File: config.mk
export PLATFORM = sky130hd
export DESIGN_NAME = alu16_seq_flat
export DESIGN_NICKNAME = d
export VERILOG_FILES = /design/src/rtl/alu16_seq_if.sv /design/src/rtl/alu16_seq.sv /design/src/flat_wrapper.sv
export SDC_FILE = /design/constraint.sdc
export NUM_CORES = 1
export LEC_CHECK = 0
export ABC_AREA = 1
export CAP_MARGIN = 20
export CORE_UTILIZATION = 35
export DETAILED_ROUTE_END_ITERATION = 10
export DONT_BUFFER_PORTS = 1
export PLACE_DENSITY = 0.54
export REMOVE_ABC_BUFFERS = 1
export SYNTH_ARGS = -nofsm -noshare
export SYNTH_HDL_FRONTEND = slang
export SYNTH_SLANG_ARGS = --single-unit
File: constraint.sdc
create_clock -name clk -period 1.25 [get_ports clk]
set_input_delay 0.125 -clock clk [delete_from_list [all_inputs] [get_ports clk]]
set_output_delay 0.125 -clock clk [all_outputs]
set_load 0.01 [all_outputs]
File: src/rtl/alu16_seq_if.sv
// Bundle of the request, writeback and 8-bit ALU signals around alu16_seq.
// slave is the sequencer side; master is the requester plus the ALU.
interface alu16_seq_if;
    logic        start;
    logic [1:0]  op;
    logic [15:0] opa;
    logic [15:0] opb;
    logic [3:0]  flags_in;
    logic        busy;
    logic        done;
    logic [15:0] result;
    logic [3:0]  flags_out;
    logic [7:0]  alu_a;
    logic [7:0]  alu_b;
    logic [4:0]  alu_op;
    logic [3:0]  alu_flags_in;
    logic [7:0]  alu_result;
    logic [3:0]  alu_flags_out;

    // Handshake: start is a one-cycle request honoured only while busy=0;
    // done pulses for one cycle, and result/flags_out are valid from that cycle on.
    modport slave (
        input  start, op, opa, opb, flags_in, alu_result, alu_flags_out,
        output busy, done, result, flags_out, alu_a, alu_b, alu_op, alu_flags_in
    );

    modport master (
        output start, op, opa, opb, flags_in, alu_result, alu_flags_out,
        input  busy, done, result, flags_out, alu_a, alu_b, alu_op, alu_flags_in
    );
endinterface

File: src/rtl/alu16_seq.sv
// Two-pass 16-bit ADD HL,rr / ADD SP,e / INC rr / DEC rr sequencer in front of the 8-bit ALU.
// Optional macro ALU16_FASTINC_EN: INC16/DEC16 skip the high pass when the low pass does not carry.
module alu16_seq #(
    parameter logic [4:0] ALU_NOP_OP = 5'b11100,
    parameter logic [4:0] ALU_ADD_OP = 5'b00000,
    parameter logic [4:0] ALU_ADC_OP = 5'b00001,
    parameter logic [4:0] ALU_SUB_OP = 5'b00010,
    parameter logic [4:0] ALU_SBC_OP = 5'b00011
) (
    input  logic          clk,
    input  logic          rst_n,
    alu16_seq_if.slave    seq_io,
    output logic [1:0]    dbg_state_o
);

    typedef enum logic [1:0] {
        ST_IDLE = 2'd0,
        ST_LO   = 2'd1,
        ST_HI   = 2'd2,
        ST_DONE = 2'd3
    } state_e;

    localparam logic [1:0] OP_ADD_HL = 2'b00;
    localparam logic [1:0] OP_ADD_SP = 2'b01;
    localparam logic [1:0] OP_INC16  = 2'b10;
    localparam logic [1:0] OP_DEC16  = 2'b11;

    state_e      state_q, state_d;
    logic [1:0]  op_q, op_d;
    logic [15:0] opa_q, opa_d;
    logic [15:0] opb_q, opb_d;
    logic [3:0]  fl_q, fl_d;
    logic        c1_q, c1_d;
    logic        h1_q, h1_d;
    logic [7:0]  lo_q, lo_d;
    logic [15:0] result_q, result_d;
    logic [3:0]  flags_out_q, flags_out_d;
    logic        busy_q, busy_d;
    logic        done_q, done_d;
    logic [7:0]  alu_a_q, alu_a_d;
    logic [7:0]  alu_b_q, alu_b_d;
    logic [4:0]  alu_op_q, alu_op_d;
    logic [3:0]  alu_fi_q, alu_fi_d;

    logic unused_alu_zn;
    assign unused_alu_zn = ^seq_io.alu_flags_out[3:2];

    always_ff @(posedge clk or negedge rst_n) begin
        if (!rst_n) begin
            state_q <= ST_IDLE;
        end else begin
            state_q <= state_d;
        end
    end

    always_comb begin
        state_d     = state_q;
        op_d        = op_q;
        opa_d       = opa_q;
        opb_d       = opb_q;
        fl_d        = fl_q;
        c1_d        = c1_q;
        h1_d        = h1_q;
        lo_d        = lo_q;
        result_d    = result_q;
        flags_out_d = flags_out_q;
        alu_a_d     = 8'h00;
        alu_b_d     = 8'h00;
        alu_op_d    = ALU_NOP_OP;
        alu_fi_d    = 4'h0;

        case (state_q)
            ST_IDLE: begin
                if (seq_io.start) begin
                    state_d = ST_LO;
                    op_d    = seq_io.op;
                    opa_d   = seq_io.opa;
                    opb_d   = seq_io.opb;
                    fl_d    = seq_io.flags_in;
                    alu_b_d = seq_io.opa[7:0];
                    case (seq_io.op)
                        OP_ADD_HL, OP_ADD_SP: begin
                            alu_op_d = ALU_ADD_OP;
                            alu_a_d  = seq_io.opb[7:0];
                        end
                        OP_INC16: begin
                            alu_op_d = ALU_ADD_OP;
                            alu_a_d  = 8'h01;
                        end
                        default: begin
                            alu_op_d = ALU_SUB_OP;
                            alu_a_d  = 8'h01;
                        end
                    endcase
                end
            end
            ST_LO: begin
                lo_d     = seq_io.alu_result;
                c1_d     = seq_io.alu_flags_out[0];
                h1_d     = seq_io.alu_flags_out[1];
                state_d  = ST_HI;
                // High pass chains the low-pass carry/borrow straight from the ALU.
                alu_b_d  = opa_q[15:8];
                alu_fi_d = {3'b000, seq_io.alu_flags_out[0]};
                case (op_q)
                    OP_ADD_HL: begin
                        alu_op_d = ALU_ADC_OP;
                        alu_a_d  = opb_q[15:8];
                    end
                    OP_ADD_SP: begin
                        alu_op_d = ALU_ADC_OP;
                        alu_a_d  = {8{opb_q[7]}};
                    end
                    OP_INC16: begin
                        alu_op_d = ALU_ADC_OP;
                        alu_a_d  = 8'h00;
                    end
                    default: begin
                        alu_op_d = ALU_SBC_OP;
                        alu_a_d  = 8'h00;
                    end
                endcase
`ifdef ALU16_FASTINC_EN
                if ((op_q == OP_INC16 || op_q == OP_DEC16) && !seq_io.alu_flags_out[0]) begin
                    state_d     = ST_DONE;
                    result_d    = {opa_q[15:8], seq_io.alu_result};
                    flags_out_d = fl_q;
                    alu_a_d     = 8'h00;
                    alu_b_d     = 8'h00;
                    alu_op_d    = ALU_NOP_OP;
                    alu_fi_d    = 4'h0;
                end
`endif
            end
            ST_HI: begin
                state_d  = ST_DONE;
                result_d = {seq_io.alu_result, lo_q};
                case (op_q)
                    OP_ADD_HL: flags_out_d = {fl_q[3], 1'b0, seq_io.alu_flags_out[1:0]};
                    OP_ADD_SP: flags_out_d = {2'b00, h1_q, c1_q};
                    default:   flags_out_d = fl_q;
                endcase
            end
            ST_DONE: begin
                state_d = ST_IDLE;
            end
            default: begin
                state_d = ST_IDLE;
            end
        endcase

        busy_d = (state_d != ST_IDLE);
        done_d = (state_d == ST_DONE);
    end

    always_ff @(posedge clk or negedge rst_n) begin
        if (!rst_n) begin
            op_q        <= 2'b00;
            opa_q       <= 16'h0000;
            opb_q       <= 16'h0000;
            fl_q        <= 4'h0;
            c1_q        <= 1'b0;
            h1_q        <= 1'b0;
            lo_q        <= 8'h00;
            result_q    <= 16'h0000;
            flags_out_q <= 4'h0;
            busy_q      <= 1'b0;
            done_q      <= 1'b0;
            alu_a_q     <= 8'h00;
            alu_b_q     <= 8'h00;
            alu_op_q    <= ALU_NOP_OP;
            alu_fi_q    <= 4'h0;
        end else begin
            op_q        <= op_d;
            opa_q       <= opa_d;
            opb_q       <= opb_d;
            fl_q        <= fl_d;
            c1_q        <= c1_d;
            h1_q        <= h1_d;
            lo_q        <= lo_d;
            result_q    <= result_d;
            flags_out_q <= flags_out_d;
            busy_q      <= busy_d;
            done_q      <= done_d;
            alu_a_q     <= alu_a_d;
            alu_b_q     <= alu_b_d;
            alu_op_q    <= alu_op_d;
            alu_fi_q    <= alu_fi_d;
        end
    end

    assign seq_io.busy         = busy_q;
    assign seq_io.done         = done_q;
    assign seq_io.result       = result_q;
    assign seq_io.flags_out    = flags_out_q;
    assign seq_io.alu_a        = alu_a_q;
    assign seq_io.alu_b        = alu_b_q;
    assign seq_io.alu_op       = alu_op_q;
    assign seq_io.alu_flags_in = alu_fi_q;
    assign dbg_state_o         = state_q;

endmodule

File: src/flat_wrapper.sv
// flat-port wrapper written by rule: the top's interface ports become plain ports
module alu16_seq_flat 
#(
    parameter logic [4:0] ALU_NOP_OP = 5'b11100,
    parameter logic [4:0] ALU_ADD_OP = 5'b00000,
    parameter logic [4:0] ALU_ADC_OP = 5'b00001,
    parameter logic [4:0] ALU_SUB_OP = 5'b00010,
    parameter logic [4:0] ALU_SBC_OP = 5'b00011
)
  (clk, rst_n, dbg_state_o, seq_io_start, seq_io_op, seq_io_opa, seq_io_opb, seq_io_flags_in, seq_io_alu_result, seq_io_alu_flags_out, seq_io_busy, seq_io_done, seq_io_result, seq_io_flags_out, seq_io_alu_a, seq_io_alu_b, seq_io_alu_op, seq_io_alu_flags_in);
  alu16_seq_if seq_io_i ();
  input  logic clk;
  input  logic rst_n;
  output logic [1:0] dbg_state_o;
  input wire logic [$bits(seq_io_i.start)-1:0] seq_io_start;
  input wire logic [$bits(seq_io_i.op)-1:0] seq_io_op;
  input wire logic [$bits(seq_io_i.opa)-1:0] seq_io_opa;
  input wire logic [$bits(seq_io_i.opb)-1:0] seq_io_opb;
  input wire logic [$bits(seq_io_i.flags_in)-1:0] seq_io_flags_in;
  input wire logic [$bits(seq_io_i.alu_result)-1:0] seq_io_alu_result;
  input wire logic [$bits(seq_io_i.alu_flags_out)-1:0] seq_io_alu_flags_out;
  output wire logic [$bits(seq_io_i.busy)-1:0] seq_io_busy;
  output wire logic [$bits(seq_io_i.done)-1:0] seq_io_done;
  output wire logic [$bits(seq_io_i.result)-1:0] seq_io_result;
  output wire logic [$bits(seq_io_i.flags_out)-1:0] seq_io_flags_out;
  output wire logic [$bits(seq_io_i.alu_a)-1:0] seq_io_alu_a;
  output wire logic [$bits(seq_io_i.alu_b)-1:0] seq_io_alu_b;
  output wire logic [$bits(seq_io_i.alu_op)-1:0] seq_io_alu_op;
  output wire logic [$bits(seq_io_i.alu_flags_in)-1:0] seq_io_alu_flags_in;
  assign seq_io_i.start = seq_io_start;
  assign seq_io_i.op = seq_io_op;
  assign seq_io_i.opa = seq_io_opa;
  assign seq_io_i.opb = seq_io_opb;
  assign seq_io_i.flags_in = seq_io_flags_in;
  assign seq_io_i.alu_result = seq_io_alu_result;
  assign seq_io_i.alu_flags_out = seq_io_alu_flags_out;
  assign seq_io_busy = seq_io_i.busy;
  assign seq_io_done = seq_io_i.done;
  assign seq_io_result = seq_io_i.result;
  assign seq_io_flags_out = seq_io_i.flags_out;
  assign seq_io_alu_a = seq_io_i.alu_a;
  assign seq_io_alu_b = seq_io_i.alu_b;
  assign seq_io_alu_op = seq_io_i.alu_op;
  assign seq_io_alu_flags_in = seq_io_i.alu_flags_in;
  alu16_seq #(.ALU_NOP_OP(ALU_NOP_OP), .ALU_ADD_OP(ALU_ADD_OP), .ALU_ADC_OP(ALU_ADC_OP), .ALU_SUB_OP(ALU_SUB_OP), .ALU_SBC_OP(ALU_SBC_OP)) u_core (.clk(clk), .rst_n(rst_n), .seq_io(seq_io_i), .dbg_state_o(dbg_state_o));
endmodule
==> flow_metrics.env <==
export IMPL_status="finished with violations"
export IMPL_violations="negative hold slack, negative setup slack"
export IMPL_slowest_delay_ns=0.38
export IMPL_grt_pass1_wl_mm=11.25
export IMPL_critPathLaunchType="flop"
export IMPL_area_growth_pct=36.09
export IMPL_gp_congestion=0.7363
export IMPL_finalSetupViolCount=1
export IMPL_ys_ff_latch=77
export IMPL_route_vias_total=2328
export IMPL_required_ns=1.48
export IMPL_final_hold_viol_count=77
export IMPL_path_clk_slew_ns=0.08
export IMPL_worst_skew_pair_late_latency_ns=0.34
export IMPL_clockBufferDepth=2
export IMPL_grt_pass1_vias=2358
export IMPL_syn_area_per_cell_sq_um=9.508
export IMPL_n_antenna_cell=0
export IMPL_cts_sinks=77
export IMPL_final_cell_mix="142 x nand2_1, 76 x dfrtp_1, 50 x dlygate4sd3_1"
export IMPL_ys_seq_area_share_pct=62.98
export IMPL_fin_crit_sh_pct=100.3
export IMPL_io_pins=102
export IMPL_fmax_ghz=0.7972
export IMPL_std_cell_rows=33
export IMPL_p_leak_nw=2.109
export IMPL_ir_drop_mv=1.024
export IMPL_fin_total_pwr_mw=9.865
export IMPL_final_cells=500
export IMPL_grt_usage_pct=16.51
export IMPL_final_common_cell="nand2_1"
export IMPL_cts_made_buffers=9
export IMPL_min_path_type="input port to async pin"
export IMPL_r2r_cells=8
export IMPL_ant_nets=0
export IMPL_htreeDepth=3
export IMPL_dp_cells=431
export IMPL_core_area_sq_mm=0.008341
export IMPL_ys_types=26
export IMPL_finalWorstSetupSlack_ns=-0.004336
export IMPL_initial_utilization_pct=36.71
export IMPL_switchingPower_mw=3.536
export IMPL_cp_slowest_cell="dfrtp_1"
export IMPL_critical_path_max_fanout=5
export IMPL_tns_ns=-0.004336
export IMPL_rsz0062_at_grt="yes"
export IMPL_combPwrFrac_pct=34.5
export IMPL_synthArstFlopShare_pct=100.0
export IMPL_cap_violations=0
export IMPL_skew_ns=0.008808
export IMPL_wirelength_mm=7.161
export IMPL_antenna_found_initial=0
export IMPL_slew_violations=0
export IMPL_yosysTopAreaCell="dfrtp_1"
export IMPL_yosys_most_used_dff="dfrtp_1"
export IMPL_port_buffers=0
export IMPL_drt_first_pass_iters=4
export IMPL_hold_buffers=50
export IMPL_pwr_share_clk_pct=19.9
export IMPL_post_drt_wl_per_cell_microns=14.32
export IMPL_syn_inst=322
export IMPL_grt_start_max_net_pins=78
export IMPL_cts_tree="built"
export IMPL_routed_via_density=4.656
export IMPL_hold_worst_slack_ns=-0.5232
export IMPL_p_int_mw=6.328
export IMPL_p_sw_share_pct=35.85
export IMPL_fin_nets=449
export IMPL_cp_cell_sequence="inv_2 -> ha_4 -> nand2_4 -> inv_4 -> buf_12 -> buf_4 -> nand2_1 -> nand2_1"
export IMPL_drive_gt1_share_pct=16.71
export IMPL_first_iter_violations=62
export IMPL_criticalPathCategory="flop to flop"
export IMPL_die_h_microns=95.53
export IMPL_place_area_sq_mm=0.003284
export IMPL_synth_edf_count=0
export IMPL_finalInstanceArea_sq_mm=0.004167
export IMPL_power_density_mw_per_mm2=2368
export IMPL_synth_top_cells_by_area="dfrtp_1 62%, nand2_1 18%, o21ai_0 3.8%, a22o_1 2.3%, inv_1 2.2%"
export IMPL_gr_total_overflow=0
export IMPL_dp_hpwl_mm=4.412
export IMPL_worstPathArrival_ns=1.48
export IMPL_die_x_microns=95.53
export IMPL_root_buffer="clkbuf_8"
export IMPL_ys_warn_count=0
export IMPL_crit_path_end_kind="flop"
export IMPL_period_minus_slack_ns=1.254
export IMPL_fp_dieArea_sq_mm=0.009126
export IMPL_seq_power_share_pct=45.6
export IMPL_synth_area_sq_mm=0.003062
export IMPL_drc=0
export IMPL_cpMostUsedCell="nand2_1"
export IMPL_synth_top_area_share_pct=62.12
-- cells by family (layout without fill, tap and decap cells) --
kind of cell / after synthesis / after routing / synth area share (%)
and+or+nand+nor: 163 / 163 / 21.05
DFF: 77 / 77 / 62.98
buffers and inverters: 39 / 110 / 6.579
AOI/OAI and AO/OA: 36 / 36 / 6.947
adders and majority gates: 4 / 4 / 1.635
muxes: 2 / 2 / 0.6947
other: 1 / 3 / 0.1225
-- worst paths after layout --
| path | start | to | slack, ns |
|---|---|---|---|
| setup / recovery | u_core.dbg_state_o[1] | u_core.fl_q[0] | -0.004 |
| hold / removal | rst_n | u_core.seq_io.alu_op[0] | -0.52 |
| setup reg to reg | u_core.dbg_state_o[1] | u_core.fl_q[0] | -0.004 |
| hold reg to reg | u_core.fl_q[3] | u_core.fl_q[3] | 0.48 |
| max in group asynchronous | rst_n | u_core.seq_io.alu_op[3] | 1.57 |
| min in group clk | seq_io_op[1] | u_core.seq_io.alu_a[6] | 0.06 |
-- stage by stage --
stage	utilization, %	setup slack [ns]
floorplan	-	-0.4688
global placement	39.38	-0.05642
detailed placement	39.38	-0.09587
CTS	48.56	-0.0004715
global route	49.96	-0.07349
finish	49.96	-0.004336
-- worst max-delay path, delay by kind of cell (launching register included) --
kind	cells	cell delay, ns
adders and majority gates	1	0.17
buffers and inverters	4	0.41
DFF	1	0.38
and+or+nand+nor	3	0.19
-- registers in the layout, summed over array words and instances, names as in the netlist, 3 cells and up --
register,flops
u_core.seq_io.alu_op,3
u_core.seq_io.alu_a,8
u_core.lo_q,8
u_core.seq_io.flags_out,4
u_core.seq_io.alu_b,8
u_core.fl_q,4
u_core.opb_q,9
u_core.seq_io.result,16
u_core.opa_q,8
-- final cells by class --
| class | count | area, sq um |
|---|---|---|
| Multi-Input combinational cell | 208 | 1021 |
| Tap cell | 105 | 131.4 |
| Sequential cell | 77 | 1928 |
| Fill cell | 770 | 4174 |
| Inverter | 20 | 85.08 |
| Clock inverter | 5 | 77.57 |
| Timing Repair Buffer | 76 | 799.5 |
| Clock buffer | 9 | 123.9 |
-- power by group through the flow --
stage / Sequential, mW / Combinational [mW] / Clock, mW
final: 4.50 / 3.41 / 1.96
after global routing: 4.64 / 3.85 / 2.13
after CTS: 4.49 / 3.12 / 2.05
after detailed placement: 4.52 / 2.80 / 0
after global placement: 4.50 / 2.72 / 0
after floorplan: 4.37 / 1.69 / 0
-- layer usage --
metal  track usage (%)  part of all wire (%)
met1             18.70                    41
met2             28.57                    50
met3             6.619                   7.8
met5                 0                     0
met4             4.851                   1.1
-- cells in the mapped netlist, types with 2 or more instances --
cell	count
buf_4	5
dfrtp_1	76
buf_6	3
buf_2	8
ha_1	4
nand3_1	7
inv_1	18
a22o_1	8
clkbuf_1	2
nand2_1	150
or2_2	2
a21oi_1	3
o21ai_0	23
-- repair_timing --
action	CTS	global route
setup endpoints to repair	49	27
cloned	0	2
buffers inserted	0	3
resized for setup	15	21
hold endpoints to repair	140	77
pin swaps	2	9
Note: power is estimated with default switching activity, not from simulation.
